## src/rtl/rob_pkg.sv

```systemverilog
// Shared definitions for the reorder buffer and its write-path arbiter:
// ROB depth, arbiter defaults and the arbiter's state encodings.
package rob_pkg;

  localparam int ROB_SIZE             = 16;
  localparam int DEF_DECODE_BURST     = 4;
  localparam int DEF_MAX_BCAST_CYCLES = ROB_SIZE;

  localparam logic [1:0] ST_IDLE   = 2'd0;
  localparam logic [1:0] ST_DECODE = 2'd1;
  localparam logic [1:0] ST_BCAST  = 2'd2;

endpackage

```

## src/rtl/rob_write_arbiter.sv

```systemverilog
// Shares the ROB's single write port between decode allocation and the
// execution broadcast bus, locking the port for multi-cycle broadcasts.
module rob_write_arbiter
  import rob_pkg::*;
#(
  parameter int DECODE_BURST     = DEF_DECODE_BURST,
  parameter int MAX_BCAST_CYCLES = DEF_MAX_BCAST_CYCLES,
  parameter int CNT_WIDTH        = $clog2(MAX_BCAST_CYCLES) + 1
) (
  input  logic       clk,
  input  logic       rst,
  input  logic       halt,
  input  logic       decodeValid,
  input  logic       robFull,
  input  logic       broadcastDataAvailable,
  input  logic       ongoingBroadcast,
  output logic       allowDecode,
  output logic       allowBroadcast,
  output logic       decodeStall,
  output logic       broadcastAck,
  output logic       broadcastTimeout,
  output logic [1:0] dbg_state_o
);

  // Handshake: the broadcaster holds broadcastDataAvailable until it sees a
  // one-cycle broadcastAck and may change its data on the following cycle;
  // decode holds its instruction while decodeStall is high.

  localparam logic [CNT_WIDTH-1:0] BURST_LIM = CNT_WIDTH'(DECODE_BURST);
  localparam logic [CNT_WIDTH-1:0] BCAST_LIM = CNT_WIDTH'(MAX_BCAST_CYCLES);
  localparam logic [CNT_WIDTH-1:0] CNT_ONE   = CNT_WIDTH'(1);

  logic [1:0]           state_q, state_d;
  logic [CNT_WIDTH-1:0] dec_run_q, dec_run_d;
  logic [CNT_WIDTH-1:0] bcast_cnt_q, bcast_cnt_d;
  logic                 timeout_q, timeout_d;

  logic dec_req, bc_req;
  logic grant_dec, grant_bc, ack, fire;

  assign dec_req = decodeValid & ~robFull;
  assign bc_req  = broadcastDataAvailable;

  always_comb begin
    state_d     = state_q;
    dec_run_d   = dec_run_q;
    bcast_cnt_d = bcast_cnt_q;
    timeout_d   = timeout_q;
    grant_dec   = 1'b0;
    grant_bc    = 1'b0;
    ack         = 1'b0;
    fire        = 1'b0;
    if (!rst && !halt) begin
      if (state_q == ST_BCAST) begin
        if (!bc_req) begin
          state_d = ST_IDLE;
        end else begin
          grant_bc    = 1'b1;
          bcast_cnt_d = bcast_cnt_q + CNT_ONE;
          if (!ongoingBroadcast) begin
            ack     = 1'b1;
            state_d = dec_req ? ST_DECODE : ST_IDLE;
          // The limit counts grant cycles including this one.
          end else if (bcast_cnt_d == BCAST_LIM) begin
            ack       = 1'b1;
            fire      = 1'b1;
            timeout_d = 1'b1;
            state_d   = ST_IDLE;
          end
        end
      end else if (bc_req && (!dec_req || dec_run_q == BURST_LIM)) begin
        grant_bc  = 1'b1;
        dec_run_d = '0;
        if (ongoingBroadcast) begin
          state_d     = ST_BCAST;
          bcast_cnt_d = CNT_ONE;
        end else begin
          ack     = 1'b1;
          state_d = dec_req ? ST_DECODE : ST_IDLE;
        end
      end else if (dec_req) begin
        grant_dec = 1'b1;
        state_d   = ST_DECODE;
        if (!bc_req)                    dec_run_d = '0;
        else if (dec_run_q < BURST_LIM) dec_run_d = dec_run_q + CNT_ONE;
      end else begin
        state_d   = ST_IDLE;
        dec_run_d = '0;
      end
    end
  end

  always_ff @(posedge clk) begin
    if (rst) begin
      state_q     <= ST_IDLE;
      dec_run_q   <= '0;
      bcast_cnt_q <= '0;
      timeout_q   <= 1'b0;
    end else begin
      state_q     <= state_d;
      dec_run_q   <= dec_run_d;
      bcast_cnt_q <= bcast_cnt_d;
      timeout_q   <= timeout_d;
    end
  end

  assign allowDecode      = grant_dec;
  assign allowBroadcast   = grant_bc;
  assign broadcastAck     = ack;
  assign decodeStall      = decodeValid & ~grant_dec;
  assign broadcastTimeout = ~rst & (timeout_q | fire);
  assign dbg_state_o      = state_q;

endmodule

```

## config.mk

```make
export PLATFORM = sky130hd
export DESIGN_NAME = rob_write_arbiter
export DESIGN_NICKNAME = d
export VERILOG_FILES = /design/src/rtl/rob_pkg.sv /design/src/rtl/rob_write_arbiter.sv
export SDC_FILE = /design/constraint.sdc
export NUM_CORES = 1
export LEC_CHECK = 0
export BUFFER_PORTS_ARGS = -buffer_cell sky130_fd_sc_hd__buf_2
export CELL_PAD_IN_SITES_DETAIL_PLACEMENT = 1
export CELL_PAD_IN_SITES_GLOBAL_PLACEMENT = 2
export CORE_ASPECT_RATIO = 1.2
export CORE_MARGIN = 10
export CORE_UTILIZATION = 35
export CTS_CLUSTER_SIZE = 14
export DETAILED_ROUTE_END_ITERATION = 7
export HOLD_SLACK_MARGIN = 0.03
export PLACE_DENSITY_LB_ADDON = 0.1
export SLEW_MARGIN = 20
export SYNTH_ARGS = -nofsm -noshare
export SYNTH_HDL_FRONTEND = slang
export SYNTH_SLANG_ARGS = --single-unit
```

## constraint.sdc

```tcl
create_clock -name clk -period 4.3 [get_ports clk]
set_clock_uncertainty 0.15 [all_clocks]
set_input_delay 1.29 -clock clk [delete_from_list [all_inputs] [get_ports clk]]
set_output_delay 1.29 -clock clk [all_outputs]
set_load 0.005 [all_outputs]
```

==> summary.txt, run 1 <==
Timing
  – Setup TNS: 0 ps
  – Fmax achieved: approximately 270 MHz
  – Slew headroom: between 50 and 60%
  – Setup repair after global routing missed its margin: no
  – Period minus WS final: 3730 ps
  – Final worst-path cycle share: roughly 87%
  – Final setup viols: 0
  – Worst-Margin Slew: 740 ps
  – Final Hold Viols: 0
  – Final Max Tran Viols: 0
  – WHS: 327 ps

Placement
  – Post-DP HPWL: about 1800 um
  – Buffers added on ports: 13
  – Routability Congestion: roughly 0.74

Setup path
  – Worst setup EP type: primary output
  – WP data required: approximately 2900 ps
  – Arrival time worst endpoint: approximately 2300 ps
  – CP peak stage delay: about 270 ps
  – Crit Path Class: input port to primary output
  – Worst path bufs/invs: 2
  – Worst Reg2Reg Path Length in Cells: 4
  – Crit path max-delay family: simple AND/OR/NAND/NOR gates
  – CP max FO: 6
  – Crit path launch type: input port
  – R2R Path End: bcast_cnt_q[3]
  – Worst path most repeated cell: buf_2
  – CP max stage cell: and2b_1
  – R2R Path Start: dbg_state_o[1]
  – CP Launch Point: robFull
  – R2R setup slack: approximately 2500 ps
  – Cell breakdown of the critical path: buf_2, and2b_1, nand3_2, and2_1, a21boi_1, buf_2

Power and ir drop
  – Pleak: 0.356 nW
  – PD cells: ~240 nW/um2
  – Worst VDD drop: roughly 0.13 mV
  – Total power: 0.000231 W

Clock tree
  – Cts-stage hold buffer count: 0
  – # Post-CTS Setup Buffers: 0
  – Clock Pin Slew Worst Setup and Hold Paths: roughly 80 ps
  – Clock Sinks: 13
  – CTS Buffer Depth: 2
  – H-tree depth: 1
  – Worst-skew pair later-pin latency: roughly 280 ps
  – CTS tree: built
  – CTS buffer count: 3
  – Post-CTS resize count: 0
  – Root Driver: clkbuf_4

Routing
  – Initial DRT Pass Iterations: 4
  – Final wirelength: ~2200 um
  – Post-route DRC violation count: 0
  – Vias per inst: around 5.3
  – DR vias: 738
  – Starting DRC count in detailed routing: 4
  – Avg WL per Cell: 15.9 um
  – Final ANT Viol Nets: 0

Floorplan
  – Core area: between 2000 and 2500 um2
  – Initial core utilization: between 30% and 40%
  – Die H: 73.6 um
  – Die X: approximately 65 um
  – Die area: 4760 um2
  – Site Rows: 19
  – Num ports: 14

Logic synthesis
  – Flip-flop cell with the highest count after synthesis: dfxtp_1
  – Post-synth top cells: dfxtp_1 (13), nand2_1 (9), a21oi_1 (7)
  – Sequential fraction of the synthesis area: between 30 and 40%
  – EDFF count, synth: 0
  – Async S/R FF share, synth: 0%
  – Synth top area share: 31.1%
  – Cell type with the highest aggregate area in the netlist: dfxtp_1
  – Yosys reg bits: 13
  – Post-Syn Nets: between 100 and 150
  – Synth warn: 0
  – Count leader, synth: dfxtp_1
  – Post-Syn Area: about 840 um2
  – Synth unique cells: just over 40
  – Mapped Cells: a little over 90
  – Synthesized area per cell: about 9 um2
  – Largest cells by area after synthesis: dfxtp_1 (31%), ha_1 (4.5%), a21oi_1 (4.2%)

Global routing
  – Initial antenna violation count: 0
  – Largest net degree at the start of global routing: 9
  – GRT overflow: 0
  – First-pass GRT wire length: between 3000 and 4000 um
  – Total GRT Usage: 10.1%
  – Vias in the first global route: roughly 770

Final layout
  – Fillcell total: between 200 and 300
  – Register Area: between 200 and 300 um2
  – Area of the multi-input gates: between 500 and 600 um2
  – Nets: approximately 120
  – Syn-to-layout area delta: 13.6%
  – Final core area utilization: roughly two fifths
  – Share of cells above drive strength 1: 26.2%
  – Ant diodes: 0

Hold path
  – Hold WC Path Type: flip-flop to flip-flop
  – WHS Endpoint: timeout_q
  – Hold_sp: timeout_q
  – WHS Path Cells: 2

Run status
  – Outcome: complete, no violations

Flow run
  – Max-cap violations: 0
[state kept, by name, indices dropped and copies added (netlist names)]
name,cells
bcast_cnt_q,5
dbg_state_o,2
dec_run_q,5
timeout_q,1
[final cells by class]
| class | instances | share of cell area [%] |
|---|---|---|
| Tap cell | 31 | 4.08 |
| Clock buffer | 4 | 2.76 |
| Inverter | 3 | 1.18 |
| Timing Repair Buffer | 14 | 7.63 |
| Multi-Input combinational cell | 73 | 57.0 |
| Sequential cell | 13 | 27.4 |
[per-layer routing]
metal / track usage [%] / share of wire [%] / vias to the layer above
li1: - / - / 374
met1: 10.4 / 42 / 349
met2: 17.7 / 51 / 11
met3: 3.19 / 5.3 / 4
met4: 5.71 / 1.6 / 0
met5: 0 / 0 / -
[through the flow]
stage / std cells / instance area, um2 / worst slack [ps]
detailed placement: 134 / 925 / 572
global placement: 134 / 925 / 593
CTS: 138 / 951 / 570
global route: 138 / 951 / 476
floorplan: 92 / 837 / 870
finish: 138 / 951 / 571
[worst max path at each step]
stage                     depth (start not counted)            to
after detailed placement                          6  broadcastAck
after CTS                                         6  broadcastAck
final                                             6  broadcastAck
after global placement                            6  broadcastAck
after floorplan                                   4  broadcastAck
after global routing                              6  broadcastAck
[kinds of logic after synthesis]
group	Yosys count	synth area share, %
AO/OA/AOI/OAI	23	21.1
buffers and inverters	6	4.18
multiplexers	1	1.20
AND/OR/NAND/NOR	46	38.0
flip-flops	13	31.1
adder cells (fa/ha/maj)	3	4.48
[layout by cell type (no fill, tap or decap), types with 2 or more instances in the layout]
cell type,count
dfxtp_1,13
buf_2,13
nand2_1,9
a21oi_1,7
nand3_1,6
nor2_1,5
nand2b_1,4
inv_1,3
nor2b_1,3
and2_1,3
ha_1,3
clkbuf_4,3
nor3_1,2
nor3b_2,2
nand3_2,2
o21ai_1,2
a32o_1,2
[where the power goes]
group | internal [W] | leakage, nW | switching (W)
Sequential | 0.000122 | 0.105 | 0.00000126
Combinational | 0.0000116 | 0.236 | 0.0000174
Clock | 0.0000360 | 0.0150 | 0.0000435
Total | 0.000169 | 0.356 | 0.0000621
[tightest hold or removal path: stages (launching register included)]
cell and delay (ps):
dfxtp_1 320, a41oi_1 50, nor2_1 70
(Power assumes the default switching activity.)
==> inputs of run 2 (changes only) <==
--- a/config.mk
+++ b/config.mk
@@ -10,7 +10,8 @@
 export CELL_PAD_IN_SITES_GLOBAL_PLACEMENT = 2
 export CORE_ASPECT_RATIO = 1.2
 export CORE_MARGIN = 10
-export CORE_UTILIZATION = 35
+export CORE_UTILIZATION = 37
+export CTS_BUF_LIST = sky130_fd_sc_hd__clkbuf_4 sky130_fd_sc_hd__clkbuf_8
 export CTS_CLUSTER_SIZE = 14
 export DETAILED_ROUTE_END_ITERATION = 7
 export HOLD_SLACK_MARGIN = 0.03
==> constraint.sdc (replaced) <==
create_clock -name clk -period 4.3 [get_ports clk]
set_clock_uncertainty 0.15 [all_clocks]
set_input_delay 1.29 -clock clk [delete_from_list [all_inputs] [get_ports clk]]
set_output_delay 1.29 -clock clk [all_outputs]
set_load 0.02 [all_outputs]
==> run 2 against run 1 <==
Net effect: first-iteration DRC count grew to 5.3 times the previous value; flip-flop and latch count stayed put; clock power is 8.1% higher; design area is 0.53% lower; non-clock buffer count is 1 lower; utilization is 3.0 points higher; worst hold slack better by 8.5 ps; critical path depth stayed put; count of clock-buffer cells in the layout stayed put; maximum frequency is 0.78% lower; sequential power hardly changed; routed wire length is 6.2% lower; highest routed layer unchanged.
==> summary.txt, run 2 (synthesized netlist as in run 1, its figures left out) <==
Timing
  – Final Hold Viols: 0
  – WHS: 336 ps
  – Slew headroom: between 50% and 60%
  – Period minus WS final: about 3800 ps
  – Setup TNS: 0 ps
  – Fmax achieved: 266 MHz
  – Final worst-path cycle share: between 80 and 90%
  – Final Max Tran Viols: 0
  – Worst-Margin Slew: 737 ps
  – Setup repair after global routing missed its margin: no
  – Final setup viols: 0

Floorplan
  – Die X: 63.4 um
  – Num ports: 14
  – Die H: just over 70 um
  – Core area: 2120 um2
  – Site Rows: 18
  – Die area: between 4000 and 5000 um2
  – Initial core utilization: 39.5%

Placement
  – Post-DP HPWL: 1650 um
  – Routability Congestion: between 0.7 and 0.8
  – Buffers added on ports: 13
  – Placed cell areas: 916 um2
  – Placed Cells: about 130

Setup path
  – Worst setup EP type: primary output
  – Crit path launch type: input port
  – Crit Path Class: input port to primary output
  – CP Launch Point: robFull
  – WP data required: between 2000 and 3000 ps
  – Arrival time worst endpoint: around 2300 ps
  – CP max FO: 6
  – R2R Path Start: dbg_state_o[1]

Clock tree
  – Clock Pin Slew Worst Setup and Hold Paths: approximately 90 ps
  – CTS Buffer Depth: 2
  – CTS buffer count: 3
  – Cts-stage hold buffer count: 0
  – Clock Sinks: 13
  – # Post-CTS Setup Buffers: 0
  – Post-CTS resize count: 0
  – H-tree depth: 1
  – Root Driver: clkbuf_4
  – Worst-skew pair later-pin latency: between 200 and 300 ps
  – CTS tree: built

Routing
  – Final wirelength: just over 2000 um
  – Avg WL per Cell: 15.1 um
  – DR vias: 730
  – Starting DRC count in detailed routing: 21
  – Final ANT Viol Nets: 0
  – Vias per inst: approximately 5.4
  – Initial DRT Pass Iterations: 4
  – Post-route DRC violation count: 0

Final layout
  – Nets: ~120
  – Most frequent cells in the layout: dfxtp_1 (13), buf_2 (13), nand2_1 (9)
  – Ant diodes: 0
  – Syn-to-layout area delta: 13.0%
  – Share of cells above drive strength 1: between 20% and 30%
  – Design area: 946 um2
  – Final core area utilization: ~45%
  – Fin cells: 136

Power and ir drop
  – Pleak: 0.355 nW
  – PD cells: roughly 250 nW/um2
  – Worst VDD drop: about 0.15 mV

Global routing
  – GRT overflow: 0
  – Vias in the first global route: about 770
  – Total GRT Usage: under 10%
  – Initial antenna violation count: 0
  – First-pass GRT wire length: approximately 3700 um
  – Largest net degree at the start of global routing: 13

Hold path
  – Hold_sp: timeout_q
  – Hold WC Path Type: flip-flop to flip-flop

Flow run
  – Max-cap violations: 0

Run status
  – Outcome: complete, no violations
==> run 2: critical path, stage by stage <==
cell      delay, ps
buf_2           110
and2b_1         270
nand3_2         160
and2_1          210
a21boi_1        120
buf_2           160
==> run 2: final timing paths <==
check / slack (ps) / cells past startpoint / endpoint
max: 540 / 6 / broadcastAck
min reg2reg: 340 / 2 / timeout_q
max reg2reg: 2490 / 4 / bcast_cnt_q[3]
min: 340 / 2 / timeout_q
==> run 2: area by class of cell <==
type | instances | area (um2)
multi-input combinational | 73 | 542
timing repair buffer | 13 | 65.1
clock buffer | 4 | 30.0
tap | 30 | 37.5
inverter | 3 | 11.3
sequential | 13 | 260
fill | 275 | 1170
==> run 2: report_power, final <==
group | switching [W] | internal (W)
clock | 0.0000436 | 0.0000423
sequential | 0.00000120 | 0.000122
combinational | 0.0000197 | 0.0000111
total | 0.0000645 | 0.000175
==> run 2: through the flow <==
stage                     total power [W]  worst slack (ps)
after floorplan                  0.000147               558
after global placement           0.000156               567
after detailed placement         0.000157               536
after CTS                        0.000243               530
after global routing             0.000252               466
final                            0.000239               542
==> run 2: layer usage <==
layer | vias up | GRT usage, % | part of all wire, %
met5 | - | 0 | 0
met4 | 0 | 3.65 | 1.7
met3 | 4 | 2.15 | 2.4
met2 | 7 | 16.3 | 49
met1 | 347 | 12.1 | 47
li1 | 372 | - | -
==> inputs of run 3 (changes only) <==
--- a/config.mk
+++ b/config.mk
@@ -16,6 +16,7 @@
 export DETAILED_ROUTE_END_ITERATION = 7
 export HOLD_SLACK_MARGIN = 0.03
 export PLACE_DENSITY_LB_ADDON = 0.1
+export RECOVER_POWER = 50
 export SLEW_MARGIN = 20
 export SYNTH_ARGS = -nofsm -noshare
 export SYNTH_HDL_FRONTEND = slang
==> run 3 against run 2 <==
Net effect: count of clock-buffer cells in the layout is the same; first-iteration DRC count shrank 14%; clock power is essentially flat; register-to-register slack gained 30 ps; flip-flop and latch count is the same; design area shrank 0.93%; worst hold slack is essentially flat; critical path depth shrank 1; non-clock buffer count is the same; maximum frequency shrank 2.2%; final cell count is the same; worst setup slack lost 83 ps; critical endpoint unchanged; largest cell class unchanged; highest routed layer unchanged.
==> summary.txt, run 3 (synthesized netlist as in run 1, its figures left out) <==
Global routing
  – Initial antenna violation count: 0
  – Vias in the first global route: a little under 800
  – Total GRT Usage: 9.82%
  – Largest net degree at the start of global routing: 13
  – GRT overflow: 0
  – First-pass GRT wire length: 3660 um

Clock tree
  – Root Driver: clkbuf_4
  – H-tree depth: 1
  – CTS buffer count: 3
  – Worst-skew pair later-pin latency: between 200 and 300 ps
  – CTS tree: built
  – Clock Pin Slew Worst Setup and Hold Paths: roughly 90 ps
  – Clock Sinks: 13
  – Post-CTS resize count: 0
  – Cts-stage hold buffer count: 0
  – CTS Buffer Depth: 2
  – # Post-CTS Setup Buffers: 0

Flow run
  – Max-cap violations: 0

Timing
  – Final Hold Viols: 0
  – Final worst-path cycle share: around 89%
  – Slew headroom: a little over half
  – Fmax achieved: roughly 260 MHz
  – Setup repair after global routing missed its margin: no
  – Final Max Tran Viols: 0
  – Setup TNS: 0 ps
  – Final setup viols: 0
  – WHS: between 300 and 400 ps
  – Period minus WS final: slightly below 4000 ps
  – Worst-Margin Slew: 701 ps

Hold path
  – Hold WC Path Type: flip-flop to flip-flop
  – WHS Endpoint: timeout_q
  – WHS Path Cells: 2
  – Hold_sp: timeout_q

Setup path
  – WP data required: 2860 ps
  – Worst Reg2Reg Path Length in Cells: 4
  – Arrival time worst endpoint: roughly 2400 ps
  – Worst setup EP type: primary output
  – R2R setup slack: approximately 2500 ps
  – CP Launch Point: rst
  – R2R Path Start: dbg_state_o[1]
  – Cell breakdown of the critical path: clkbuf_1, nor3b_2, and2_1, a21boi_1, buf_2
  – CP max stage cell: nor3b_2
  – CP max FO: 12
  – Crit path launch type: input port
  – R2R Path End: bcast_cnt_q[3]
  – CP peak stage delay: ~340 ps
  – Crit Path Class: input port to primary output

Placement
  – Buffers added on ports: 13
  – Routability Congestion: just over 0.7
  – Post-DP HPWL: between 1500 and 2000 um

Final layout
  – Nets: 117
  – Most frequent cells in the layout: dfxtp_1 (13), buf_2 (11), nand2_1 (9)
  – Syn-to-layout area delta: 12.0%
  – Ant diodes: 0
  – Share of cells above drive strength 1: 23.6%
  – Commonest non-fill, non-tap cell in the layout: dfxtp_1
  – Fillcell total: ~280

Floorplan
  – Num ports: 14
  – Core area: 2120 um2
  – Die area: 4570 um2
  – Die X: 63.4 um
  – Die H: roughly 72 um
  – Site Rows: 18
  – Initial core utilization: between 30 and 40%

Routing
  – Post-route DRC violation count: 0
  – Final wirelength: between 2000 and 2500 um
  – Avg WL per Cell: 15.1 um
  – Vias per inst: 5.35
  – DR vias: around 730
  – Final ANT Viol Nets: 0
  – Starting DRC count in detailed routing: 18
  – Initial DRT Pass Iterations: 4

Power and ir drop
  – Worst VDD drop: between 0.1 and 0.15 mV
  – Pleak: ~0.35 nW
  – PD cells: ~250 nW/um2

Run status
  – Outcome: complete, no violations
==> run 3: where the power goes <==
part / internal [W] / leakage [nW] / total, W / switching [W]
registers: 0.000122 / 0.105 / 0.000123 / 0.00000120
logic: 0.0000106 / 0.223 / 0.0000299 / 0.0000193
clock network: 0.0000423 / 0.0184 / 0.0000857 / 0.0000434
==> run 3: stage by stage <==
step | power [W] | std cells | area [um2] | utilization (%) | setup WS (ps)
5_1_grt | 0.000251 | 136 | 937 | 44.3 | 340
4_1_cts | 0.000243 | 136 | 946 | 44.7 | 530
3_3_place_gp | 0.000156 | 132 | 916 | 43.3 | 567
2_1_floorplan | 0.000147 | 92 | 837 | - | 558
3_5_place_dp | 0.000157 | 132 | 916 | 43.3 | 536
6_report | 0.000238 | 136 | 937 | 44.3 | 459
==> run 3: layout make-up <==
| cell class | count | area (um2) | area share (%) |
|---|---|---|---|
| clock buffer | 4 | 30.0 | 3.20 |
| inverter | 3 | 11.3 | 1.20 |
| multi-input combinational | 73 | 536 | 57.1 |
| sequential | 13 | 260 | 27.8 |
| tap | 30 | 37.5 | 4.01 |
| timing repair buffer | 13 | 62.6 | 6.68 |
==> run 3: worst max-delay path by stage <==
stage               slack, ps  cells after the start            to
floorplan                 560                      4  broadcastAck
global placement          570                      6  broadcastAck
detailed placement        540                      6  broadcastAck
CTS                       530                      6  broadcastAck
global route              340                      5  broadcastAck
finish                    460                      5  broadcastAck
==> run 3: metal layers <==
layer | routed length, um | track usage (%) | vias to the layer above
li1 | - | - | 371
met5 | 0 | 0 | -
met4 | 34 | 3.65 | 0
met3 | 49 | 2.15 | 4
met2 | 993 | 16.3 | 7
met1 | 973 | 12.1 | 345
==> run 3: critical path, delay by kind of cell <==
kind	cells	cell delay, ps
buf+inv	2	440
compound gates	1	150
simple gates	2	530
